[config.mk]
export PLATFORM = sky130hd
export DESIGN_NAME = clock_reset_sequencer
export DESIGN_NICKNAME = d
export VERILOG_FILES = /design/src/rtl/clock_reset_sequencer.sv
export SDC_FILE = /design/constraint.sdc
export NUM_CORES = 1
export LEC_CHECK = 0
export CORE_ASPECT_RATIO = 1.2
export CORE_MARGIN = 3
export CORE_UTILIZATION = 35
export CTS_CLUSTER_SIZE = 20
export DETAILED_ROUTE_END_ITERATION = 10
export SLEW_MARGIN = 15
export SYNTH_ARGS = -nofsm -noshare
export SYNTH_HDL_FRONTEND = slang
export SYNTH_SLANG_ARGS = --single-unit
[constraint.sdc]
create_clock -name clock_in -period 2.4 [get_ports clock_in]
set_input_delay 0.48 -clock clock_in [delete_from_list [all_inputs] [get_ports clock_in]]
set_output_delay 0.48 -clock clock_in [all_outputs]
set_load 0.05 [all_outputs]
[src/rtl/clock_reset_sequencer.sv]
// clock_reset_sequencer
//
// Purpose:
//   Master-clock-domain controller that brings the console up in lock-step
//   with the APU. The bring-up order is:
//     1. Release the APU from reset.
//     2. Wait for the APU sync pulse.
//     3. Align to an APU clock falling edge.
//     4. Switch the APU divider to the divide-by-7 cadence.
//     5. Start the CPU clock divider.
//     6. Release the CPU from reset.
//   A resync pulse in RUN re-aligns the CPU side. A missing sync ends in
//   FAULT.
//
// Ports:
//   clock_in     in   master clock (PLL global), rising edge
//   reset        in   synchronous, active-low reset
//   enable       in   level; 1 runs bring-up, 0 returns to IDLE
//   resync       in   1-cycle pulse; in RUN, re-align the CPU side
//   apusync      in   asynchronous, active-low sync from the APU
//   apuclk_fall  in   1-cycle strobe marking an APU clock falling edge
//   apu_reset_n  out  APU reset, active-low
//   doingseven   out  APU divider mode select (1 = divide-by-7)
//   cpuclk_en    out  CPU divider run enable
//   cpu_reset_n  out  CPU reset, active-low
//   locked       out  1 while in RUN
//   timeout_err  out  1 while in FAULT
//   state        out  current state code (debug/LED)
module clock_reset_sequencer #(
  parameter int SYNC_STAGES  = 2,
  parameter int CNT_W        = 24,
  parameter int SEVEN_DELAY  = 4,
  parameter int CPUCLK_DELAY = 4,
  parameter int CPU_RST_HOLD = 16,
  parameter int SYNC_TIMEOUT = 1000000
) (
  input  logic       clock_in,
  input  logic       reset,
  input  logic       enable,
  input  logic       resync,
  input  logic       apusync,
  input  logic       apuclk_fall,
  output logic       apu_reset_n,
  output logic       doingseven,
  output logic       cpuclk_en,
  output logic       cpu_reset_n,
  output logic       locked,
  output logic       timeout_err,
  output logic [2:0] state
);

  typedef enum logic [2:0] {
    ST_IDLE  = 3'd0,
    ST_ARM   = 3'd1,
    ST_SEVEN = 3'd2,
    ST_CLKEN = 3'd3,
    ST_HOLD  = 3'd4,
    ST_RUN   = 3'd5,
    ST_FAULT = 3'd6
  } state_t;

  localparam logic [CNT_W-1:0] SEVEN_LAST   = CNT_W'(SEVEN_DELAY - 1);
  localparam logic [CNT_W-1:0] CPUCLK_LAST  = CNT_W'(CPUCLK_DELAY - 1);
  localparam logic [CNT_W-1:0] HOLD_LAST    = CNT_W'(CPU_RST_HOLD - 1);
  localparam logic [CNT_W-1:0] TIMEOUT_LAST = CNT_W'(SYNC_TIMEOUT - 1);

  state_t                 state_q;
  logic [SYNC_STAGES-1:0] sync_ff;
  logic                   sync_prev;
  logic                   sync_fall;
  logic                   sync_latch;
  logic                   qualify;
  logic [CNT_W-1:0]       count;
  logic [CNT_W-1:0]       count_inc;

  // Synchronizer chain for the asynchronous apusync pin.
  // The chain and the edge-detect flop idle high, which is the pin's
  // inactive level. This means that coming out of reset never fakes a fall.
  always_ff @(posedge clock_in) begin
    if (!reset) begin
      sync_ff   <= '1;
      sync_prev <= 1'b1;
    end else begin
      sync_ff   <= {sync_ff[SYNC_STAGES-2:0], apusync};
      sync_prev <= sync_ff[SYNC_STAGES-1];
    end
  end

  assign sync_fall = sync_prev & ~sync_ff[SYNC_STAGES-1];

  // Alignment may happen in the same cycle the sync fall is seen. It does
  // not have to wait for the latch to be set first.
  assign qualify = (sync_latch | sync_fall) & apuclk_fall;

  // Shared delay/timeout counter; saturates instead of wrapping.
  assign count_inc = (count == '1) ? count : count + CNT_W'(1);

  // Bring-up state machine with registered outputs.
  // enable=0 acts like a soft reset and takes priority over everything,
  // including a resync pulse arriving in the same cycle.
  always_ff @(posedge clock_in) begin
    if (!reset || !enable) begin
      state_q     <= ST_IDLE;
      apu_reset_n <= 1'b0;
      doingseven  <= 1'b0;
      cpuclk_en   <= 1'b0;
      cpu_reset_n <= 1'b0;
      locked      <= 1'b0;
      timeout_err <= 1'b0;
      count       <= '0;
      sync_latch  <= 1'b0;
    end else begin
      case (state_q)
        ST_IDLE: begin
          state_q     <= ST_ARM;
          apu_reset_n <= 1'b1;
          count       <= '0;
          sync_latch  <= 1'b0;
        end
        ST_ARM: begin
          // A qualifying alignment wins over a timeout in the same cycle.
          if (qualify) begin
            state_q    <= ST_SEVEN;
            count      <= '0;
            sync_latch <= 1'b0;
          end else if (count == TIMEOUT_LAST) begin
            state_q     <= ST_FAULT;
            timeout_err <= 1'b1;
            sync_latch  <= 1'b0;
          end else begin
            count <= count_inc;
            if (sync_fall) begin
              sync_latch <= 1'b1;
            end
          end
        end
        ST_SEVEN: begin
          if (count == SEVEN_LAST) begin
            state_q    <= ST_CLKEN;
            doingseven <= 1'b1;
            count      <= '0;
          end else begin
            count <= count_inc;
          end
        end
        ST_CLKEN: begin
          if (count == CPUCLK_LAST) begin
            state_q   <= ST_HOLD;
            cpuclk_en <= 1'b1;
            count     <= '0;
          end else begin
            count <= count_inc;
          end
        end
        ST_HOLD: begin
          if (count == HOLD_LAST) begin
            state_q     <= ST_RUN;
            cpu_reset_n <= 1'b1;
            locked      <= 1'b1;
            count       <= '0;
          end else begin
            count <= count_inc;
          end
        end
        ST_RUN: begin
          // The APU keeps running through a resync. Only the CPU side is
          // torn down and re-aligned.
          if (resync) begin
            state_q     <= ST_ARM;
            doingseven  <= 1'b0;
            cpuclk_en   <= 1'b0;
            cpu_reset_n <= 1'b0;
            locked      <= 1'b0;
            count       <= '0;
            sync_latch  <= 1'b0;
          end
        end
        ST_FAULT: begin
          apu_reset_n <= 1'b1;
          timeout_err <= 1'b1;
        end
        default: begin
          state_q     <= ST_IDLE;
          apu_reset_n <= 1'b0;
          doingseven  <= 1'b0;
          cpuclk_en   <= 1'b0;
          cpu_reset_n <= 1'b0;
          locked      <= 1'b0;
          timeout_err <= 1'b0;
          count       <= '0;
          sync_latch  <= 1'b0;
        end
      endcase
    end
  end

  assign state = state_q;

endmodule

==> results.md <==
## Status
• **result of the run** finished clean

## Finish
• **NumNets Final** 255
• **Reg area** 721 um2
• **area delta synth->final** 16.9%
• **ratio of cells with drive above 1 in the final layout** 12.4%
• **antenna diode count** 0
• **Post-Layout Cell Count** 309
• **multi-input gate area in the final layout** 1120 um2
• **Layout fillers** 517

## Logic synthesis
• **Adder-Cell Fraction of Synth Area** 0.654%
• **fraction of synthesized area in multiplexers** 0.523%
• **number of enable flip-flop cells after synthesis** 0
• **Warnings, synthesis** 0
• **Yosys top cell area share** 37.6%
• **post-synth net total** 233
• **asr flop ratio synth** 0%
• **most common library cells after synthesis** dfxtp_1 (36), nor2_1 (33), nand2_1 (16), xnor2_1 (15), a21oi_1 (10)
• **most repeated cell in the gate-level netlist after synthesis** dfxtp_1
• **compound-cell area share of the yosys netlist** 12.5%
• **synthesized instance count** 226
• **simple-gate area share of the yosys netlist** 36.2%
• **xor and xnor area share after synthesis** 8.69%
• **main combinational cell family by area after synthesis** simple AND/OR/NAND/NOR gates
• **biggest area contributors in the synthesized netlist** dfxtp_1 (38%), xnor2_1 (6.9%), nor2_1 (6.5%)
• **synthesized area per cell** 8.47 um2
• **most frequently used flop master after synthesis** dfxtp_1
• **Synth cell types** 50
• **most area-hungry cell type in the Yosys netlist** dfxtp_1
• **combined area of all synthesized cells** 1910 um2
• **sequential share of the synthesized area** 37.6%
• **post-synthesis sequential element count** 36

## Route
• **total detailed-routing wirelength** 4.17 mm
• **routed length per instance** 13.5 um
• **drt drc** 0
• **detailed-route via count** 1656
• **vias per cell** 5.36
• **number of nets with antenna violations after routing** 0
• **first-iteration detailed-routing DRC count** 91
• **First-pass DRT Iterations** 4

## STA
• **setup repair after global routing missed its margin** no
• **total count of hold-check failures in the final report** 0
• **total negative slack** 0 ps
• **Tightest Pin Transition** 498 ps
• **tightest slew margin relative to the limit** 66.7%
• **worst-case setup margin in the final layout** 193 ps
• **Final Slew Violations** 0
• **count of final setup violators** 0
• **worst setup skew after layout** 6.31 ps
• **Highest Clock Rate** 453 MHz
• **crit share post-route** 92.0%
• **final period demand of the worst path** 2210 ps

## Worst setup path
• **cell with the largest stage delay on the worst path** or3_1
• **worst-case register-to-register setup slack** 190 ps
• **nature of the critical path endpoint** flop
• **signal arrival time at the worst endpoint** 2400 ps
• **required time at the worst-slack endpoint** 2590 ps
• **chain of cells forming the critical path** nor4_2 -> nand3_2 -> or3_1 -> o211ai_4 -> mux2i_1 -> nor2_2
• **largest incremental delay on the critical path** 530 ps
• **critical path start-end classification** flop to flop
• **Crit path buffers/inverters** 0
• **cell family contributing the most delay on the critical path** simple AND/OR/NAND/NOR gates
• **maximum fanout count along the critical path** 10
• **Critical Path Source Type** flop

## Clocking
• **number of H-tree levels** 2
• **clock sinks** 36
• **insertion delay to the later sink of the worst-skew pair** 290 ps
• **clock buffer count from CTS** 5
• **clock root buffer master** clkbuf_8
• **Clock Tree Buf Depth** 2
• **hold buffer count at cts** 0
• **post-cts resize count** 0
• **post-CTS clock slew at the launch and capture registers of the worst setup and hold paths** 70 ps
• **CTS tree** done
• **Post-CTS Setup Inserts** 0

## Placed design
• **number of placed cells counting well taps** 301
• **HPWL reported at the end of detailed placement** 3.09 mm
• **post-placement setup slack** 89.1 ps
• **count of buffers from port buffering** 14
• **RD Place Congestion** 0.888

## Die
• **floorplan row count** 28
• **area of the core region** 5110 um2
• **height of the chip** 87.0 um
• **initial standard-cell utilization of the core** 37.4%
• **die area** 6400 um2
• **die outline width** 73.5 um
• **count of boundary I/O pins** 15

## Global routing
• **global-route wire length before repair** 7.33 mm
• **maximum number of pins on one net before global-route repair** 14
• **number of global-route vias before repair** 1623
• **global-route total usage across every layer** 14.6%
• **number of antenna violations at the first check in global routing** 0
• **GRT Residual Overflow** 0

## Run
• **max-capacitance violation count** 0

## Pwr
• **static leakage** 0.000739 uW
• **post-layout power** 1100 uW
• **Max VDD drop** 0.196 mV
• **areal power density over the cells** 492 nW/um2

## Worst hold path
• **Hold WC Path Type** flop to flop

[sequential cells by signal, summed over array words and instances, names as in the netlist]
signal       flops
sync_prev        1
state            3
sync_ff          2
cpuclk_en        1
apu_reset_n      1
locked           1
count           24
sync_latch       1
doingseven       1
timeout_err      1
[cells by family after synthesis]
group	after synthesis
xor gates and xnor gates	19
buffers and inverters	13
DFF	36
adders and majority gates	1
AOI/OAI and AO/OA	35
and+or+nand+nor	121
muxes	1
[power breakdown]
group	total, uW	internal (uW)	switching (uW)	leakage (uW)
registers	606	602	4.53	0.000291
logic	48.2	22.8	25.4	0.000397
clock network	447	229	218	0.0000510
total	1100	854	248	0.000739
[per-layer routing]
layer / GRT usage [%] / up-vias / share of wire, %
met3: 3.70 / 11 / 3.0
met4: 6.26 / 0 / 2.4
li1: - / 844 / -
met2: 23.8 / 31 / 48
met1: 18.0 / 770 / 46
met5: 0 / - / 0
[cells in the final DEF, fill, tap and decap left out, types with 4 or more instances in the layout]
master,instances
nand3_1,9
nand4_1,9
nor3_1,8
dfxtp_1,36
and2_1,5
nand2b_1,4
clkdlybuf4s50_1,14
xnor2_1,15
nor2b_1,4
clkbuf_8,6
and3_1,6
o21ai_0,8
nor2_1,33
buf_4,9
nand2_1,16
a21oi_1,10
inv_1,5
xor2_1,4
nor4_1,5
[per-stage QoR]
| step | area (um2) | util (%) | hold slack [ps] |
|---|---|---|---|
| 2_1_floorplan | 1910 | - | 386 |
| 3_3_place_gp | 2140 | 41.9 | 389 |
| 3_5_place_dp | 2140 | 41.9 | 397 |
| 4_1_cts | 2240 | 43.7 | 415 |
| 5_1_grt | 2240 | 43.7 | 430 |
| 6_report | 2240 | 43.7 | 410 |
[path summary, 6_finish.rpt]
kind	startpoint	end	cells after the start
worst max-delay path	count[10]	count[1]	6
worst min-delay path	sync_ff[0]	sync_ff[1]	1
worst max register to register	count[10]	count[1]	6
worst min register to register	sync_ff[0]	sync_ff[1]	1
[area by class of cell]
class | count | area share (%)
clock inverter | 2 | 0.447
clock buffer | 6 | 3.69
inverter | 5 | 0.839
timing repair buffer | 23 | 9.28
sequential | 36 | 32.2
multi-input combinational | 177 | 50.2
tap | 60 | 3.36
No activity file was read; power rests on OpenSTA's default activity.
